[config.mk]
export PLATFORM = sky130hd
export DESIGN_NAME = seg_scan_display_flat
export DESIGN_NICKNAME = d
export VERILOG_FILES = /design/src/rtl/seg_pkg.sv /design/src/rtl/seg_scan_display_if.sv /design/src/rtl/seg_hex_decoder.sv /design/src/rtl/seg_scan_display.sv /design/src/flat_wrapper.sv
export SDC_FILE = /design/constraint.sdc
export NUM_CORES = 1
export LEC_CHECK = 0
export CAP_MARGIN = 20
export CORE_ASPECT_RATIO = 1.5
export CORE_MARGIN = 4
export CORE_UTILIZATION = 50
export DETAILED_ROUTE_END_ITERATION = 7
export HOLD_SLACK_MARGIN = 0.03
export PLACE_DENSITY_LB_ADDON = 0.08
export SLEW_MARGIN = 20
export SYNTH_ARGS = -nofsm -noshare
export SYNTH_HDL_FRONTEND = slang
export SYNTH_SLANG_ARGS = --single-unit
[constraint.sdc]
create_clock -name clk -period 2.6 [get_ports clk]
set_clock_uncertainty 0.2 [all_clocks]
set_input_delay 0.39 -clock clk [delete_from_list [all_inputs] [get_ports clk]]
set_output_delay 0.39 -clock clk [all_outputs]
set_load 0.05 [all_outputs]
[src/rtl/seg_pkg.sv]
// Shared constants for the multiplexed seven-segment scanner: segment bit order,
// active-low hex glyph table and the blank pattern.
package seg_pkg;

    // o_seg bit order is {dp,g,f,e,d,c,b,a}
    localparam int unsigned SEG_A  = 0;
    localparam int unsigned SEG_G  = 6;
    localparam int unsigned SEG_DP = 7;

    typedef logic [6:0] glyph_t;

    localparam glyph_t     SEG_BLANK   = 7'h7F;
    localparam logic [7:0] SEG_ALL_OFF = 8'hFF;

    localparam glyph_t SEG_GLYPHS [16] = '{
        7'h40, 7'h79, 7'h24, 7'h30, 7'h19, 7'h12, 7'h02, 7'h78,
        7'h00, 7'h10, 7'h08, 7'h03, 7'h46, 7'h21, 7'h06, 7'h0E
    };

endpackage

[src/rtl/seg_scan_display_if.sv]
// Host-side bundle of the scanner: load/data/dp/freeze in, segment and digit drives out.
interface seg_scan_display_if #(
    parameter int unsigned DIGITS = 8
);
    logic                  load;
    logic [4*DIGITS-1:0]   data;
    logic [DIGITS-1:0]     dp_mask;
    logic                  freeze;
    logic [7:0]            o_seg;
    logic [DIGITS-1:0]     o_sel;
    logic                  frame_done;

    modport master (
        output load, data, dp_mask, freeze,
        input  o_seg, o_sel, frame_done
    );

    modport slave (
        input  load, data, dp_mask, freeze,
        output o_seg, o_sel, frame_done
    );
endinterface

[src/rtl/seg_hex_decoder.sv]
// Combinational hex nibble to active-low seven-segment glyph lookup.
module seg_hex_decoder
    import seg_pkg::*;
(
    input  logic [3:0] nibble_i,
    output glyph_t     glyph_o
);
    assign glyph_o = SEG_GLYPHS[nibble_i];
endmodule

[src/rtl/seg_scan_display.sv]
// Time-multiplexed hex display scanner with frame-aligned data commit.
// Optional leading-zero blanking is enabled by defining SEG_LZ_BLANK_EN.
module seg_scan_display
    import seg_pkg::*;
#(
    parameter int unsigned DIGITS = 8,
    parameter int unsigned DIV    = 100000
)(
    input  logic            clk,
    input  logic            rst,
    seg_scan_display_if.slave bus
);
    localparam int unsigned CW = (DIV > 2) ? $clog2(DIV) : 1;
    localparam int unsigned IW = (DIGITS > 1) ? $clog2(DIGITS) : 1;
    localparam logic [CW-1:0] CNT_LAST = CW'(DIV - 1);
    localparam logic [IW-1:0] IDX_LAST = IW'(DIGITS - 1);

    logic [CW-1:0]         cnt_q, cnt_d;
    logic [IW-1:0]         idx_q, idx_d;
    logic [4*DIGITS-1:0]   disp_q, disp_d;
    logic [4*DIGITS-1:0]   pend_q, pend_d;
    logic                  pending_q, pending_d;
    logic [7:0]            seg_q, seg_d;
    logic [DIGITS-1:0]     sel_q, sel_d;
    logic                  frame_done_q;

    logic                  tick;
    logic                  boundary;
    logic [3:0]            nibble;
    glyph_t                glyph;
    logic                  blank;

    seg_hex_decoder u_dec (
        .nibble_i (nibble),
        .glyph_o  (glyph)
    );

    always_comb begin
        tick     = (cnt_q == CNT_LAST) && !bus.freeze;
        boundary = tick && (idx_q == IDX_LAST);
        cnt_d    = cnt_q;
        idx_d    = idx_q;
        if (tick) begin
            cnt_d = '0;
            idx_d = (idx_q == IDX_LAST) ? '0 : idx_q + IW'(1);
        end else if (!bus.freeze) begin
            cnt_d = cnt_q + CW'(1);
        end
    end

    // A load landing on the boundary bypasses pend and commits directly.
    always_comb begin
        disp_d    = disp_q;
        pend_d    = pend_q;
        pending_d = pending_q;
        if (!bus.freeze) begin
            if (boundary) begin
                if (bus.load) begin
                    disp_d    = bus.data;
                    pending_d = 1'b0;
                end else if (pending_q) begin
                    disp_d    = pend_q;
                    pending_d = 1'b0;
                end
            end else if (bus.load) begin
                pend_d    = bus.data;
                pending_d = 1'b1;
            end
        end
    end

    assign nibble = disp_q[4*idx_q +: 4];

`ifdef SEG_LZ_BLANK_EN
    // Blank when every nibble at or above the current digit is zero.
    always_comb begin
        blank = (idx_q != '0);
        for (int unsigned i = 0; i < DIGITS; i++) begin
            if (i >= 32'(idx_q) && disp_q[4*i +: 4] != 4'h0) begin
                blank = 1'b0;
            end
        end
    end
`else
    assign blank = 1'b0;
`endif

    always_comb begin
        sel_d                 = '1;
        sel_d[idx_q]          = 1'b0;
        seg_d                 = SEG_ALL_OFF;
        seg_d[SEG_G:SEG_A]    = blank ? SEG_BLANK : glyph;
        seg_d[SEG_DP]         = ~bus.dp_mask[idx_q];
    end

    always_ff @(posedge clk) begin
        if (!rst) begin
            cnt_q        <= '0;
            idx_q        <= '0;
            disp_q       <= '0;
            pend_q       <= '0;
            pending_q    <= 1'b0;
            seg_q        <= SEG_ALL_OFF;
            sel_q        <= '1;
            frame_done_q <= 1'b0;
        end else begin
            cnt_q        <= cnt_d;
            idx_q        <= idx_d;
            disp_q       <= disp_d;
            pend_q       <= pend_d;
            pending_q    <= pending_d;
            seg_q        <= seg_d;
            sel_q        <= sel_d;
            frame_done_q <= boundary;
        end
    end

    assign bus.o_seg      = seg_q;
    assign bus.o_sel      = sel_q;
    assign bus.frame_done = frame_done_q;

endmodule

[src/flat_wrapper.sv]
// flat-port wrapper written by rule: the top's interface ports become plain ports
module seg_scan_display_flat import seg_pkg::*;
#(
    parameter int unsigned DIGITS = 8,
    parameter int unsigned DIV    = 100000
)
  (clk, rst, bus_load, bus_data, bus_dp_mask, bus_freeze, bus_o_seg, bus_o_sel, bus_frame_done);
  seg_scan_display_if #(.DIGITS(DIGITS)) bus_i ();
  input  logic clk;
  input  logic rst;
  input wire logic [$bits(bus_i.load)-1:0] bus_load;
  input wire logic [$bits(bus_i.data)-1:0] bus_data;
  input wire logic [$bits(bus_i.dp_mask)-1:0] bus_dp_mask;
  input wire logic [$bits(bus_i.freeze)-1:0] bus_freeze;
  output wire logic [$bits(bus_i.o_seg)-1:0] bus_o_seg;
  output wire logic [$bits(bus_i.o_sel)-1:0] bus_o_sel;
  output wire logic [$bits(bus_i.frame_done)-1:0] bus_frame_done;
  assign bus_i.load = bus_load;
  assign bus_i.data = bus_data;
  assign bus_i.dp_mask = bus_dp_mask;
  assign bus_i.freeze = bus_freeze;
  assign bus_o_seg = bus_i.o_seg;
  assign bus_o_sel = bus_i.o_sel;
  assign bus_frame_done = bus_i.frame_done;
  seg_scan_display #(.DIGITS(DIGITS), .DIV(DIV)) u_core (.clk(clk), .rst(rst), .bus(bus_i));
endmodule
==> flow_summary_export.csv <==
group,metric,value,unit
synth,yosys_register_bits,102,
routing,post_drt_wl_per_cell,15.3,µm
worst_setup_path,worstSetupEndpointType,"flop",
timing,setup_tns,0,ps
clock_tree,ctsHtreeMaxLevel,3,
min_path,hold_path_class,"flop to flop",
placement,place_congestion,0.841,
clock_tree,cts_buffers,9,
synth,syn_nets,552,
timing,worst_slew_pin_slew,732,ps
synth,synthFlopType,"dfxtp_1",
worst_setup_path,worstPathMaxFanout,7,
routing,num_vias,3615,
global_routing,grt_max_degree,77,
run_status,outcome,"completed",
routing,dr.pass1.iters,4,
routing,drt-total-wl,10100,µm
clock_tree,cts_tree,"built",
floorplan,start_util,51.5,%
clock_tree,path_clk_slew,70,ps
synth,async_flop_share,0,%
timing,finalCriticalPeriod,2490,ps
layout,fill_cells,765,
job,drv_cap,0,
synth,ys_types,45,
clock_tree,clockRootBuffer,"clkbuf_16",
power_and_ir_drop,p_leak,2.06,nW
routing,drtAntennaViolNets,0,
global_routing,grt_pass1_wl,17000,µm
placement,dp_hpwl,7210,µm
floorplan,dieArea,10800,µm²
routing,first_iter_violations,189,
clock_tree,cts_buffer_depth,2,
worst_setup_path,start_kind,"flop",
synth,postSynthCellCount,499,
layout,syn2layout_area_growth,22.4,%
power_and_ir_drop,fin_total_pwr,3.29,mW
worst_setup_path,critPathKind,"flop to flop",
timing,finalMaxSlewViolations,0,
worst_setup_path,cp.arrival,2470,ps
global_routing,overflow,0,
synth,synth.avg_cell_area,9.22,µm²
layout,nets,601,
timing,fmax,402,MHz
layout,drive_gt1_share,9.42,%
timing,relSlewSlack,51.2,%
layout,layout_common_cells,"101 x dfxtp_1, 66 x nor2_1, 58 x clkdlybuf4s50_1, 50 x nand2_1, 44 x nand3_1",
timing,setup_violations,0,
routing,vias_per_cell,5.46,
floorplan,pin_count,61,
worst_setup_path,required,2590,ps
floorplan,rows,42,
synth,ys_seq_area_share,44.4,%
layout,diodes,0,
timing,hold_violations,0,
global_routing,antenna_found_initial,0,
synth,syn_area,4600,µm²
floorplan,die_y,126,µm
timing,rsz0062_at_grt,"false",
clock_tree,insertion_delay,340,ps
synth,synth_edf_count,0,
global_routing,grt_pass1_vias,3577,
floorplan,core,8930,µm²
power_and_ir_drop,power_density,583,nW/µm²
global_routing,groute.usage.overall,19.6,%
synth,synth_warnings,0,
layout,final_common_cell,"dfxtp_1",
floorplan,die_w,86.3,µm
clock_tree,cts_num_sinks,102,
placement,port_buffers,60,
power_and_ir_drop,vdd_drop_max,0.000370,V
routing,drc,0,
timing,min_period_over_period,95.6,%
## layout make-up
| class | count | area [µm²] | area share (%) |
|---|---|---|---|
| multi-input cells | 353 | 2370 | 42.0 |
| flip-flops and latches | 102 | 2040 | 36.3 |
| repair buffers | 77 | 756 | 13.4 |
| clock buffers | 9 | 225 | 4.00 |
| well taps | 110 | 138 | 2.44 |
| clock inverters | 6 | 86.3 | 1.53 |
| inverters | 5 | 18.8 | 0.333 |
## per-layer routing
| metal | vias up | track usage, % | share of wire, % |
|---|---|---|---|
| met5 | - | 0 | 0 |
| met4 | 0 | 8.35 | 2.1 |
| met3 | 18 | 2.76 | 3.7 |
| met2 | 65 | 35.3 | 53 |
| met1 | 1671 | 22.6 | 41 |
| li1 | 1861 | - | - |
## flip-flops by register name (all words and copies together) (netlist names)
name and count:
u_core.disp_q 32, u_core.pend_q 32, u_core.cnt_q 17, u_core.bus.o_seg 8, u_core.bus.o_sel 8, u_core.idx_q 3
u_core.bus.frame_done 1, u_core.pending_q 1
## Yosys cell counts (all sizes together), types with 2 or more instances
cell,instances,area share (%)
xor2,6,1.1
buf,23,3.1
a21oi,4,0.43
nor2b,5,0.68
o21ai,35,3.8
mux2,4,1.1
xnor2,11,2.1
dfxtp,102,44
nor4b,2,0.65
mux2i,41,9.2
nand3,44,4.8
nor3,4,0.43
and2,5,0.68
a31oi,3,0.41
clkbuf,16,1.3
nand4b,3,0.57
nand2,50,4.1
a211oi,32,5.2
o221ai,3,0.57
mux4,8,4.0
ha,9,2.4
nor2,66,5.4
nand4,4,0.54
and4,2,0.38
inv,4,0.33
## kinds of logic after synthesis
family / Yosys count / synth area share, %
AO/OA/AOI/OAI: 82 / 11.5
buffers and inverters: 44 / 4.81
XOR/XNOR: 17 / 3.23
multiplexers: 53 / 14.2
AND/OR/NAND/NOR: 192 / 19.4
flip-flops: 102 / 44.4
adder cells (fa/ha/maj): 9 / 2.45
## metrics by stage
stage / instance area, µm² / setup WS [ps] / utilization [%] / cells / hold WS (ps)
floorplan: 4610 / 48.8 / - / 499 / 228
detailed placement: 5320 / 25.6 / 59.6 / 647 / 243
global route: 5630 / 19.1 / 63.1 / 662 / 279
finish: 5630 / 114 / 63.1 / 662 / 254
global placement: 5320 / 172 / 59.6 / 647 / 235
CTS: 5630 / 19.7 / 63.1 / 662 / 253
## critical path: stages, from the launching register on
cell and delay (ps):
dfxtp_1 490, mux4_2 560, mux2_2 350, ha_1 240, a2111oi_0 410, a31oi_1 80
## final timing paths
path | startpoint | to | slack (ps) | cells after the start
worst max-delay path | u_core.idx_q[1] | u_core.bus.o_seg[3] | 110 | 5
worst min register to register | u_core.pend_q[29] | u_core.pend_q[29] | 250 | 2
worst max register to register | u_core.idx_q[1] | u_core.bus.o_seg[3] | 110 | 5
worst min-delay path | u_core.pend_q[29] | u_core.pend_q[29] | 250 | 2
## timing repair
item,in CTS,in global routing
buffers inserted,0,0
hold buffers,0,0
resized for setup,0,1
endpoints found under the setup margin,0,5
endpoints found under the hold margin,0,0
## where the power goes
part	internal [mW]	total (mW)	leakage (nW)	switching, mW
logic	0.125	0.262	1.08	0.137
registers	1.60	1.61	0.830	0.0166
clock network	0.838	1.41	0.152	0.573
Note: power is estimated with default switching activity, not from simulation.
